## src/rtl/dz_stage_sel.sv

```systemverilog
// dz_stage_sel: picks the dot-matrix image for the egg-hatch game.
// Maps egg progress to an egg image, latches a random animal image at hatch,
// and, on game failure, switches the matrix to green and blinks it until restart.
module dz_stage_sel #(
   parameter int NUM_W     = 5,
   parameter int STAGES    = 16,
   parameter int IMG_STEP  = 2,
   parameter int ANIMAL_W  = 2,
   parameter int IDX_W     = 4,
   parameter int BLINK_CYC = 24
) (
   input  logic             clk,
   input  logic             dst,
   input  logic             upd,
   input  logic [NUM_W-1:0] dz_num,
   input  logic             fail,
   input  logic             restart,
   output logic [IDX_W-1:0] img_idx,
   output logic             use_green,
   output logic             blink_on,
   output logic             hatched,
   output logic             upd_ack
);

   localparam int EGG_IMGS = STAGES / IMG_STEP;
   localparam int CNT_W    = (BLINK_CYC > 1) ? $clog2(BLINK_CYC) : 1;

   // Constants pre-sized so the compare/divide/add below stay width-exact.
   localparam logic [NUM_W:0]   HATCH_AT    = (NUM_W+1)'(STAGES);
   localparam logic [NUM_W-1:0] STEP        = NUM_W'(IMG_STEP);
   localparam logic [IDX_W-1:0] ANIMAL_BASE = IDX_W'(EGG_IMGS);
   localparam logic [CNT_W-1:0] CNT_LAST    = CNT_W'(BLINK_CYC - 1);

   typedef enum logic [1:0] {IDLE, GROW, SHOW, FAIL} state_t;

   // Everything the display driver sees, kept together as one registered bundle.
   typedef struct packed {
      logic [IDX_W-1:0] idx;
      logic             green;
      logic             blink;
      logic             hatched;
   } view_t;

   // idx=0, green=0, blink=1 (visible), hatched=0
   localparam view_t VIEW_RST = view_t'({{IDX_W{1'b0}}, 3'b010});

   state_t              state, nxt_state;
   view_t               view, nxt_view;
   logic [CNT_W-1:0]    blink_cnt, nxt_cnt;
   logic                nxt_ack;
   logic [7:0]          lfsr;
   logic                lfsr_fb;
   logic [ANIMAL_W-1:0] rnd;
   logic                map_hatch;
   logic [IDX_W-1:0]    map_idx;

   // Taps 8,6,5,4 give a maximal-length sequence, so a non-zero seed never hits 0.
   assign lfsr_fb = lfsr[7] ^ lfsr[5] ^ lfsr[4] ^ lfsr[3];
   assign rnd     = lfsr[ANIMAL_W-1:0];

   // Progress-to-image mapping; anything at or beyond STAGES counts as hatch.
   assign map_hatch = ({1'b0, dz_num} >= HATCH_AT);
   assign map_idx   = map_hatch ? (ANIMAL_BASE + IDX_W'(rnd))
                                : IDX_W'(dz_num / STEP);

   // Free-running random source; restart deliberately leaves it alone.
   always_ff @(posedge clk or posedge dst) begin
      if (dst) lfsr <= 8'hA5;
      else     lfsr <= {lfsr[6:0], lfsr_fb};
   end

   // FSM state register.
   always_ff @(posedge clk or posedge dst) begin
      if (dst) state <= IDLE;
      else     state <= nxt_state;
   end

   // Next state and next output bundle; priority restart > fail > upd.
   always_comb begin
      nxt_state = state;
      nxt_view  = view;
      nxt_cnt   = blink_cnt;
      nxt_ack   = upd & ~restart;
      if (restart) begin
         nxt_state = IDLE;
         nxt_view  = VIEW_RST;
         nxt_cnt   = '0;
      end else if (state == FAIL) begin
         // Only restart leaves FAIL; upd and fail are don't-cares here.
         if (blink_cnt == CNT_LAST) begin
            nxt_cnt        = '0;
            nxt_view.blink = ~view.blink;
         end else begin
            nxt_cnt = blink_cnt + 1'b1;
         end
      end else if (fail) begin
         // A coincident upd is still acked but its mapping is dropped.
         nxt_state      = FAIL;
         nxt_view.green = 1'b1;
         nxt_view.blink = 1'b1;
         nxt_cnt        = '0;
      end else if (upd && state != SHOW) begin
         nxt_view.idx = map_idx;
         if (map_hatch) begin
            nxt_view.hatched = 1'b1;
            nxt_state        = SHOW;
         end else begin
            nxt_state = GROW;
         end
      end
   end

   // Registered outputs, blink counter and ack pulse.
   always_ff @(posedge clk or posedge dst) begin
      if (dst) begin
         view      <= VIEW_RST;
         blink_cnt <= '0;
         upd_ack   <= 1'b0;
      end else begin
         view      <= nxt_view;
         blink_cnt <= nxt_cnt;
         upd_ack   <= nxt_ack;
      end
   end

   assign img_idx   = view.idx;
   assign use_green = view.green;
   assign blink_on  = view.blink;
   assign hatched   = view.hatched;

   // The random source must never lock up at zero.
   a_lfsr_nz: assert property (@(posedge clk) disable iff (dst) lfsr != 8'h00);

   // A latched animal always points into the animal image range.
   a_hatch_rng: assert property (@(posedge clk) disable iff (dst)
                                 view.hatched |-> (view.idx >= ANIMAL_BASE));

endmodule
```

## config.mk

```make
export PLATFORM = sky130hd
export DESIGN_NAME = dz_stage_sel
export DESIGN_NICKNAME = d
export VERILOG_FILES = /design/src/rtl/dz_stage_sel.sv
export SDC_FILE = /design/constraint.sdc
export NUM_CORES = 1
export LEC_CHECK = 0
export CAP_MARGIN = 20
export CORE_MARGIN = 5
export CORE_UTILIZATION = 35
export CTS_BUF_LIST = sky130_fd_sc_hd__clkbuf_4 sky130_fd_sc_hd__clkbuf_8
export DETAILED_ROUTE_END_ITERATION = 16
export SLEW_MARGIN = 40
export SYNTH_ARGS = -nofsm -noshare
export SYNTH_HDL_FRONTEND = slang
export SYNTH_SLANG_ARGS = --single-unit
```

## constraint.sdc

```tcl
create_clock -name clk -period 1.8 [get_ports clk]
set_input_delay 0.36 -clock clk [delete_from_list [all_inputs] [get_ports clk]]
set_output_delay 0.36 -clock clk [all_outputs]
set_load 0.01 [all_outputs]
```

==> results of run 1 <==
==> through the flow <==
step	cell area [um^2]	worst slack (ns)	utilization, %	power, uW	cells
after floorplan	932	0.574	-	605	77
after global placement	1140	0.127	45.2	659	123
after detailed placement	1140	0.110	45.2	661	123
after CTS	1170	0.0204	46.3	896	127
after global routing	1170	0.147	46.4	931	127
final	1170	0.230	46.4	878	127
==> area by class of cell <==
class                           count  area (um^2)
Timing Repair Buffer               19          185
Tap cell                           30         37.5
Clock buffer                        3         22.5
Inverter                            2         7.51
Fill cell                         238         1350
Multi-Input combinational cell     49          330
Clock inverter                      1         5.00
Sequential cell                    23          582
==> layout by cell type (no fill, tap or decap), types with 2 or more instances in the layout <==
| cell type | n |
|---|---|
| clkdlybuf4s50_1 | 15 |
| nand4_1 | 2 |
| a21oi_1 | 5 |
| nand2_1 | 5 |
| a22o_1 | 2 |
| dfrtp_1 | 18 |
| inv_1 | 2 |
| nor2b_1 | 2 |
| xnor2_1 | 2 |
| nor2_1 | 8 |
| buf_4 | 3 |
| a211oi_1 | 4 |
| mux2i_1 | 5 |
| dfstp_2 | 5 |
| nand2b_1 | 2 |
| clkbuf_4 | 3 |
| xor2_1 | 2 |
==> power by group through the flow <==
stage / logic [uW] / registers [uW] / clock network (uW)
2_1_floorplan: 45.4 / 559 / 0
3_3_place_gp: 104 / 555 / 0
3_5_place_dp: 105 / 556 / 0
4_1_cts: 106 / 546 / 244
5_1_grt: 115 / 549 / 267
6_report: 104 / 546 / 228
==> worst paths after layout <==
path                                      to
worst max register to register  blink_cnt[0]
max in group asynchronous            lfsr[2]
worst min register to register       lfsr[7]
worst min-delay path                 lfsr[1]
worst max-delay path               use_green
min in group clk                     lfsr[7]
==> cell families (layout without fill, tap and decap cells) <==
family	Yosys count	after routing	synth area share, %
xor gates and xnor gates	4	4	3.76
DFF	23	23	62.4
adders and majority gates	1	1	1.34
muxes	5	5	5.37
and+or+nand+nor	24	24	13.7
AOI/OAI and AO/OA	15	15	11.3
buffers and inverters	5	25	2.15
==> flip-flops by register name, indices dropped and copies added (netlist names) <==
register,count
img_idx,4
blink_on,1
hatched,1
use_green,1
upd_ack,1
blink_cnt,5
lfsr,8
state,2
==> metal layers <==
metal,global-route usage (%),vias up
met4,3.64,0
met3,4.40,2
met2,14.2,20
met5,0,-
li1,-,307
met1,14.0,295
==> timing repair <==
action,in CTS,in global routing
setup endpoints to repair,0,1
hold buffers,0,0
gates resized for setup,0,1
==> impl_results.rst, run 1 <==
.. list-table::
   :header-rows: 1

   * - Metric
     - Value
   * - Critical R2R Launch
     - blink_cnt[0]
   * - TritonCTS clock tree
     - done
   * - Slew at the pin closest to its max-slew limit
     - 0.424 ns
   * - Routability-driven placement congestion ratio
     - between 0.7 and 0.8
   * - Remaining antenna violation count after routing
     - 0
   * - GR Util All Layers
     - between 10% and 20%
   * - Setup violations, final
     - 0
   * - CP Cell Sequence
     - clkdlybuf4s50_1
   * - Row Count
     - 18
   * - Area of the core
     - 2520 um^2
   * - Crit. End Element
     - output port
   * - Leakage power total
     - roughly 0.0005 uW
   * - Via count
     - 624
   * - Clock tree root buffer cell
     - clkbuf_4
   * - Die Height
     - a little over 60 um
   * - Worst-case headroom to the max-slew limit
     - 71.7%
   * - Starting DRT DRC Count
     - 22
   * - Endpoint arrival time on the critical path
     - 1.21 ns
   * - Port buffer count
     - 16
   * - Total number of nets in the final design
     - about 110
   * - I/O pin total
     - 18
   * - Number of warnings reported in the yosys synthesis log
     - 0
   * - Ys async rst share
     - 100%
   * - Number of nets produced by synthesis
     - 88
   * - Number of buffers inserted by post-CTS setup repair
     - 0
   * - Wire length of the first global-routing pass
     - ~2700 um
   * - Crit path launch type
     - register
   * - Share of layout cells above drive strength 1
     - between 10% and 20%
   * - Maximum net fanout on the critical path
     - 2
   * - Path type of the worst min-delay path
     - in2async
   * - Initial cell density of the core
     - ~37%
   * - Antenna diode instance count
     - 0
   * - Area growth from synthesis to layout
     - 25.5%
   * - Top cells by instance count after synthesis
     - 18 x dfrtp_1, 8 x nor2_1
   * - Sum Neg Setup Slack
     - 0 ns
   * - Pwr Density
     - 750 nW/um^2
   * - Mapped Area
     - 932 um^2
   * - Number of global-route vias before repair
     - 600
   * - Maximum number of pins on one net before global-route repair
     - 24
   * - Proportion of power drawn by combinational gates
     - between 10% and 20%
   * - Category of cells accounting for the largest share of critical-path delay
     - buffers and inverters
   * - Initial antenna violation count
     - 0
   * - Post-Syn Area per Cell
     - ~12 um^2
   * - Die extent in x
     - between 60 and 70 um
   * - Length of routed wiring on met1
     - around 800 um
   * - Detailed-route wire length
     - ~1600 um
   * - Clock Power Share
     - approximately a quarter
   * - Cell variety after synth
     - 26
   * - DR pass1 iterations
     - 4
   * - Highest metal used
     - met4
   * - Post-synthesis register bit count
     - 23
   * - Most repeated cell in the gate-level netlist after synthesis
     - dfrtp_1
   * - Via density per instance
     - 4.91
   * - Inserted Clock Buffers
     - 3
   * - Worst-case reg-to-reg path depth
     - 3
   * - Area share of the largest cell type after synthesis
     - a little under 50%
   * - Setup repair after global routing missed its margin
     - false
   * - Number of stages on the worst setup path
     - 1
   * - Time the final worst path needs with I/O delays and setup
     - 1.57 ns
   * - Insertion delay to the later sink of the worst-skew pair
     - roughly 0.30 ns
   * - Internal Dissipation
     - between 600 and 700 uW
   * - Worst Clk Skew
     - roughly 0.0065 ns
   * - # clock sinks
     - 23
   * - DRC violations left
     - 0
   * - Post-CTS clock slew at the launch and capture registers of the worst setup and hold paths
     - between 0.1 and 0.15 ns
   * - Number of slew-limit violations in the final report
     - 0
   * - Peak supply drop
     - ~0.55 mV
   * - Sequential cell fraction of total power
     - between 60% and 70%
   * - Wire length per cell after detailed routing
     - 12.8 um
   * - Crit. Startpoint
     - use_green
   * - Seq/Total Area, Yosys
     - a little over three fifths
   * - Met2 wire length
     - between 600 and 700 um
   * - Req. time, crit path
     - about 1.4 ns
   * - CTS HTree Levels
     - 1
   * - Die Outline Area
     - roughly 3800 um^2
   * - Standard cell with the maximum stage delay on the critical path
     - clkdlybuf4s50_1
   * - Setup Crit Path Kind
     - reg2out
   * - Met3 Wirelength
     - 114 um
   * - Final Hold Fails
     - 0
   * - Number of instances in the synthesized netlist
     - between 70 and 80
   * - Largest area contributor in the synthesized netlist
     - dfrtp_1
   * - Number of buffers between clock root and the deepest sink
     - 2
   * - Net switching share of the total power
     - around a quarter
   * - Run status
     - finished clean
   * - Post-route fraction of the period consumed by the critical path
     - between 80 and 90%
   * - Crit path buf inv count
     - 1
   * - Number of violations of the max-capacitance limit
     - 0
   * - Post-synth EDFFs
     - 0
   * - Ys flop type
     - dfrtp_1
   * - Peak clock frequency supported by timing
     - roughly 640 MHz
   * - Switching power total
     - between 200 and 250 uW
   * - Main area contributors after synthesis
     - dfrtp_1 48%, dfstp_2 14%, mux2i_1 5.4%
   * - Largest stage delay, worst path
     - 0.54 ns
   * - Worst hold slack
     - around 0.37 ns
   * - GR Overflow Total
     - 0
   * - Setup slack on the worst flop-to-flop path
     - approximately 0.49 ns
   * - Detailed-placement wirelength estimate
     - approximately 1100 um
(Power assumes the default switching activity.)
==> run 2: changes to the inputs <==
Settings changed: CORE_ASPECT_RATIO from default to 0.8, CORE_UTILIZATION 35 to 56, PLACE_DENSITY from default to 0.85.
==> run 2 against run 1 <==
Effect of this change:
- fmax shrank 1.3%
- final cell count down 5.5%
- global-route usage up 5.2 points
- clock power is 4% higher
- register-to-register slack worse by 0.02 ns
- critical path depth unchanged
- first-iteration DRC count decreased by 64%
- design area fell by 0.21%
- sequential share of layout area grew 0.11 points
- die area down 32%
- sequential cell count did not move
- critical path type unchanged
- largest cell class unchanged
- largest power group unchanged
==> impl_results.rst, run 2 (synthesized netlist as in run 1, its figures left out) <==
.. list-table::
   :header-rows: 1

   * - Metric
     - Value
   * - Via density per instance
     - 5.41 (+10%)
   * - Die Height
     - 46.5 um (-25%)
   * - Inserted Clock Buffers
     - 3 (unchanged)
   * - Number of violations of the max-capacitance limit
     - 0 (unchanged)
   * - Number of stages on the worst setup path
     - 1 (unchanged)
   * - Cells resized by post-CTS repair
     - 0 (unchanged)
   * - CTS HTree Levels
     - 1 (unchanged)
   * - Detailed-route wire length
     - 1680 um (+3.7%)
   * - DR pass1 iterations
     - 4 (unchanged)
   * - Antenna diode instance count
     - 0 (unchanged)
   * - Standard cell with the maximum stage delay on the critical path
     - clkdlybuf4s50_1
   * - Number of global-route vias before repair
     - 608 (+1.3%)
   * - Post-CTS clock slew at the launch and capture registers of the worst setup and hold paths
     - 0.13 ns (about the same)
   * - Largest stage delay, worst path
     - 0.54 ns (about the same)
   * - Wire length of the first global-routing pass
     - 2900 um (+6.0%)
   * - Post-route fraction of the period consumed by the critical path
     - 88.4% (+1.2 points)
   * - Leakage power total
     - 0.000507 uW (+1.0%)
   * - Leading cell types in the layout, fill and taps excluded
     - 18 x dfrtp_1, 15 x clkdlybuf4s50_1, 8 x nor2_1
   * - Setup repair after global routing missed its margin
     - false
   * - Maximum net fanout on the critical path
     - 2 (unchanged)
   * - Worst-case reg-to-reg path depth
     - 3 (unchanged)
   * - Pwr Density
     - 761 nW/um^2 (+1.4%)
   * - Maximum number of pins on one net before global-route repair
     - 24 (unchanged)
   * - Category of cells accounting for the largest share of critical-path delay
     - buffers and inverters
   * - Utilization of the core after routing
     - 72.5% (+26 points)
   * - Peak supply drop
     - 0.456 mV (-18%)
   * - Filler instances
     - 115 (-52%)
   * - Final Hold Fails
     - 0 (unchanged)
   * - Worst slack, placed
     - 0.152 ns (+0.0427 ns)
   * - Starting DRT DRC Count
     - 8 (-64%)
   * - Sequential cell area
     - 582 um^2 (unchanged)
   * - DRC violations left
     - 0 (unchanged)
   * - Area of the core
     - 1610 um^2 (-36%)
   * - Quantity of hold-fixing buffers added after cts
     - 0 (unchanged)
   * - Crit path buf inv count
     - 1 (unchanged)
   * - GR Overflow Total
     - 0 (unchanged)
   * - Slew at the pin closest to its max-slew limit
     - 0.297 ns (-0.126 ns)
   * - Critical R2R Launch
     - blink_cnt[0]
   * - Number of buffers between clock root and the deepest sink
     - 2 (unchanged)
   * - Crit. Startpoint
     - use_green
   * - Endpoint arrival time on the critical path
     - 1.23 ns (+0.02 ns)
   * - Initial antenna violation count
     - 0 (unchanged)
   * - CP Cell Sequence
     - clkdlybuf4s50_1
   * - Area growth from synthesis to layout
     - 25.2%
   * - Share of layout cells above drive strength 1
     - 15.3% (+0.87 points)
   * - Run status
     - finished clean
   * - Detailed-placement wirelength estimate
     - 1230 um (+7.7%)
   * - Setup violations, final
     - 0 (unchanged)
   * - Row Count
     - 13 (-5)
   * - Register with the most flip-flops
     - lfsr
   * - Time the final worst path needs with I/O delays and setup
     - 1.59 ns (+0.0212 ns)
   * - Total number of nets in the final design
     - 110 (+0.92%)
   * - I/O pin total
     - 18 (unchanged)
   * - Area occupied by multi-input gates
     - 330 um^2 (unchanged)
   * - Routability-driven placement congestion ratio
     - 0.817 (+7.5%)
   * - Req. time, crit path
     - 1.44 ns (about the same)
   * - Crit path launch type
     - register
   * - Number of buffers inserted by post-CTS setup repair
     - 0 (unchanged)
   * - Die extent in x
     - 55.6 um (-9.7%)
   * - Peak clock frequency supported by timing
     - 628 MHz (-1.3%)
   * - Path type of the worst min-delay path
     - in2async
   * - Insertion delay to the later sink of the worst-skew pair
     - 0.31 ns (about the same)
   * - Worst path setup slack after routing
     - 0.208 ns (-0.0212 ns)
   * - Via count
     - 649 (+4.0%)
   * - Setup Crit Path Kind
     - reg2out
   * - # clock sinks
     - 23 (unchanged)
   * - Wire length per cell after detailed routing
     - 14.0 um (+9.7%)
   * - Die Outline Area
     - 2590 um^2 (-32%)
   * - Worst-case headroom to the max-slew limit
     - 80.1% (+8.4 points)
   * - Number of slew-limit violations in the final report
     - 0 (unchanged)
   * - Initial cell density of the core
     - 57.9% (+21 points)
   * - Number of flip-flops in the largest register
     - 8 (unchanged)
   * - Port buffer count
     - 16 (unchanged)
   * - Crit. End Element
     - output port
   * - Sum Neg Setup Slack
     - 0 ns (unchanged)
   * - Worst Clk Skew
     - 0.00951 ns (+0.00305 ns)
   * - Remaining antenna violation count after routing
     - 0 (unchanged)
   * - Most common cell after layout, fill and taps aside
     - dfrtp_1
   * - TritonCTS clock tree
     - done
   * - Clock tree root buffer cell
     - clkbuf_4
   * - GR Util All Layers
     - 15.4% (+5.2 points)
## run 2: cell count changes in the layout (fill, tap and decap cells not counted), sizes merged
cell	before	now
buf	3	4
## run 2: where the power goes
| part | switching (uW) | total, uW | internal (uW) |
|---|---|---|---|
| clock network | 152 | 236 | 83.1 |
| registers | 12.5 | 546 | 534 |
| logic | 48.9 | 106 | 57.1 |
## run 2: worst paths after layout
path / end / slack [ns]
max reg2reg: blink_on / 0.47
min: blink_cnt[3] / 0.37
max: use_green / 0.21
min in group clk: lfsr[7] / 0.37
max in group asynchronous: blink_on / 1.15
min reg2reg: lfsr[7] / 0.37
## run 2: layout make-up
type                            instances  area share [%]
Inverter                                2           0.643
Clock buffer                            3            1.93
Multi-Input combinational cell         49            28.3
Timing Repair Buffer                   20            16.5
Sequential cell                        23            49.8
Clock inverter                          1           0.429
Tap cell                               22            2.36
## run 2: metrics by stage
| stage | power (uW) | instances | hold WS [ns] | instance area (um^2) |
|---|---|---|---|---|
| 2_1_floorplan | 605 | 77 | 0.333 | 932 |
| 3_3_place_gp | 660 | 116 | 0.335 | 1140 |
| 3_5_place_dp | 664 | 116 | 0.348 | 1140 |
| 4_1_cts | 900 | 120 | 0.374 | 1160 |
| 5_1_grt | 937 | 120 | 0.379 | 1170 |
| 6_report | 888 | 120 | 0.368 | 1170 |
## run 2: routing by layer
| layer | vias to the layer above | routed length, um | GRT usage (%) | part of all wire (%) |
|---|---|---|---|---|
| met5 | - | 0 | 0 | 0 |
| met4 | 0 | 13 | 4.37 | 0.77 |
| met3 | 2 | 120 | 7.00 | 7.1 |
| met2 | 17 | 806 | 25.5 | 48 |
| met1 | 320 | 742 | 18.4 | 44 |
| li1 | 310 | - | - | - |
==> run 3: changes to the inputs <==
Settings changed: PLACE_DENSITY 0.85 to default, PLACE_DENSITY_LB_ADDON from default to 0.08, SETUP_SLACK_MARGIN from default to 0.02.
==> run 3 against run 2 <==
Effect of this change:
- first-iteration DRC count shrank 13%
- die area stayed put
- register-to-register slack about the same
- sequential power is essentially flat
- clock-buffer cell count grew 1
- sequential share of layout area is 0.11 points lower
- core utilization grew 0.16 points
- final cell count is the same
- combinational power barely moved
==> impl_results.rst, run 3 (synthesized netlist as in run 1, its figures left out) <==
.. list-table::
   :header-rows: 1

   * - Metric
     - Value
   * - Category of cells accounting for the largest share of critical-path delay
     - buffers and inverters
   * - Standard cell with the maximum stage delay on the critical path
     - clkdlybuf4s50_1
   * - Inserted Clock Buffers
     - 3 (unchanged)
   * - Final Hold Fails
     - 0 (unchanged)
   * - Port buffer count
     - 16 (unchanged)
   * - Number of flip-flops in the largest register
     - 8 (unchanged)
   * - Routability-driven placement congestion ratio
     - 0.787 (-3.7%)
   * - Worst-case headroom to the max-slew limit
     - 81.1% (+0.96 points)
   * - Row Count
     - 13 (unchanged)
   * - Maximum net fanout on the critical path
     - 2 (unchanged)
   * - Worst Clk Skew
     - 0.00231 ns (-0.00721 ns)
   * - Wire length per cell after detailed routing
     - 13.5 um (-3.9%)
   * - CTS HTree Levels
     - 1 (unchanged)
   * - I/O pin total
     - 18 (unchanged)
   * - Clock tree root buffer cell
     - clkbuf_4
   * - Filler instances
     - 112 (-2.6%)
   * - Detailed-placement wirelength estimate
     - 1160 um (-5.8%)
   * - Share of layout cells above drive strength 1
     - 15.3% (unchanged)
   * - Insertion delay to the later sink of the worst-skew pair
     - 0.31 ns (about the same)
   * - Leading cell types in the layout, fill and taps excluded
     - 18 x dfrtp_1, 15 x clkdlybuf4s50_1, 8 x nor2_1
   * - DRC violations left
     - 0 (unchanged)
   * - Largest stage delay, worst path
     - 0.55 ns (about the same)
   * - Number of global-route vias before repair
     - 640 (+5.3%)
   * - Remaining antenna violation count after routing
     - 0 (unchanged)
   * - Setup violations, final
     - 0 (unchanged)
   * - Time the final worst path needs with I/O delays and setup
     - 1.59 ns (+0.000358 ns)
   * - Initial cell density of the core
     - 57.9% (unchanged)
   * - Sum Neg Setup Slack
     - 0 ns (unchanged)
   * - Total power consumption of the routed design
     - 895 uW (+0.75%)
   * - Register with the most flip-flops
     - lfsr
   * - Total number of nets in the final design
     - 110 (unchanged)
   * - Via density per instance
     - 5.22 (-3.5%)
   * - Crit path buf inv count
     - 1 (unchanged)
   * - GR Util All Layers
     - 14.6% (-0.74 points)
   * - CP Cell Sequence
     - clkdlybuf4s50_1
   * - Peak supply drop
     - 0.552 mV (+21%)
   * - GR Overflow Total
     - 0 (unchanged)
   * - Run status
     - finished clean
   * - Post-CTS clock slew at the launch and capture registers of the worst setup and hold paths
     - 0.11 ns (-0.02 ns)
   * - Starting DRT DRC Count
     - 7 (-1)
   * - Crit. End Element
     - output port
   * - Number of violations of the max-capacitance limit
     - 0 (unchanged)
   * - Crit path launch type
     - register
   * - Endpoint arrival time on the critical path
     - 1.23 ns (about the same)
   * - Die Height
     - 46.5 um (unchanged)
   * - DR pass1 iterations
     - 3 (-1)
   * - Setup Crit Path Kind
     - reg2out
   * - Maximum number of pins on one net before global-route repair
     - 24 (unchanged)
   * - Setup repair after global routing missed its margin
     - false
   * - Antenna diode instance count
     - 0 (unchanged)
   * - TritonCTS clock tree
     - done
   * - Post-route fraction of the period consumed by the critical path
     - 88.4% (about the same)
   * - Number of slew-limit violations in the final report
     - 0 (unchanged)
   * - # clock sinks
     - 23 (unchanged)
   * - Wire length of the first global-routing pass
     - 2760 um (-5.0%)
   * - Die Outline Area
     - 2590 um^2 (unchanged)
   * - Via count
     - 626 (-3.5%)
   * - Area growth from synthesis to layout
     - 25.5%
   * - Quantity of hold-fixing buffers added after cts
     - 0 (unchanged)
   * - Most common cell after layout, fill and taps aside
     - dfrtp_1
   * - Leakage power total
     - 0.000508 uW (+0.14%)
   * - Detailed-route wire length
     - 1620 um (-3.9%)
   * - Peak clock frequency supported by timing
     - 628 MHz (about the same)
   * - Number of buffers inserted by post-CTS setup repair
     - 0 (unchanged)
   * - Initial antenna violation count
     - 0 (unchanged)
   * - Area of the core
     - 1610 um^2 (unchanged)
   * - Cells resized by post-CTS repair
     - 0 (unchanged)
   * - Req. time, crit path
     - 1.44 ns (about the same)
   * - Slew at the pin closest to its max-slew limit
     - 0.283 ns (-0.0144 ns)
   * - Pwr Density
     - 765 nW/um^2 (+0.53%)
   * - Die extent in x
     - 55.6 um (unchanged)
   * - Path type of the worst min-delay path
     - reg2reg
   * - Number of buffers between clock root and the deepest sink
     - 2 (unchanged)
## run 3: layer usage
metal  share of wire [%]  wire [um]  GRT usage, %  vias up
li1                    -          -             -      312
met1                  49        787          17.7      296
met2                  43        698          22.4       13
met3                 6.3        102          6.72        5
met4                 1.7         28          7.28        0
met5                   0          0             0        -
## run 3: where the power goes
part	switching [uW]	leakage [uW]	internal (uW)
sequential	11.7	0.000296	534
clock	143	0.0000184	102
combinational	47.5	0.000194	57.0
## run 3: cell type report
class	count	area [um^2]	share of cell area, %
multi-input combinational	49	330	28.2
clock buffer	4	30.0	2.57
tap	22	27.5	2.35
timing repair buffer	20	193	16.5
sequential	23	582	49.7
inverter	2	7.51	0.642
## run 3: final timing paths
kind                              to         start  depth (start not counted)  slack [ns]
hold reg to reg              lfsr[7]       lfsr[6]                          0        0.36
setup / recovery           use_green     use_green                          1        0.21
min in group asynchronous    lfsr[1]           dst                          3        0.37
setup reg to reg            blink_on  blink_cnt[0]                          3        0.48
hold / removal               lfsr[7]       lfsr[6]                          0        0.36
max in group asynchronous   blink_on           dst                          3        1.15
## run 3: metrics by stage
step                setup slack, ns  instance area [um^2]  util, %  hold WS (ns)  cells
floorplan                     0.574                   932        -         0.333     77
global placement              0.118                  1140     70.6         0.337    116
detailed placement            0.109                  1140     70.6         0.346    116
CTS                          0.0227                  1170     72.5         0.366    120
global route                  0.158                  1170     72.6         0.366    120
finish                        0.208                  1170     72.6         0.360    120
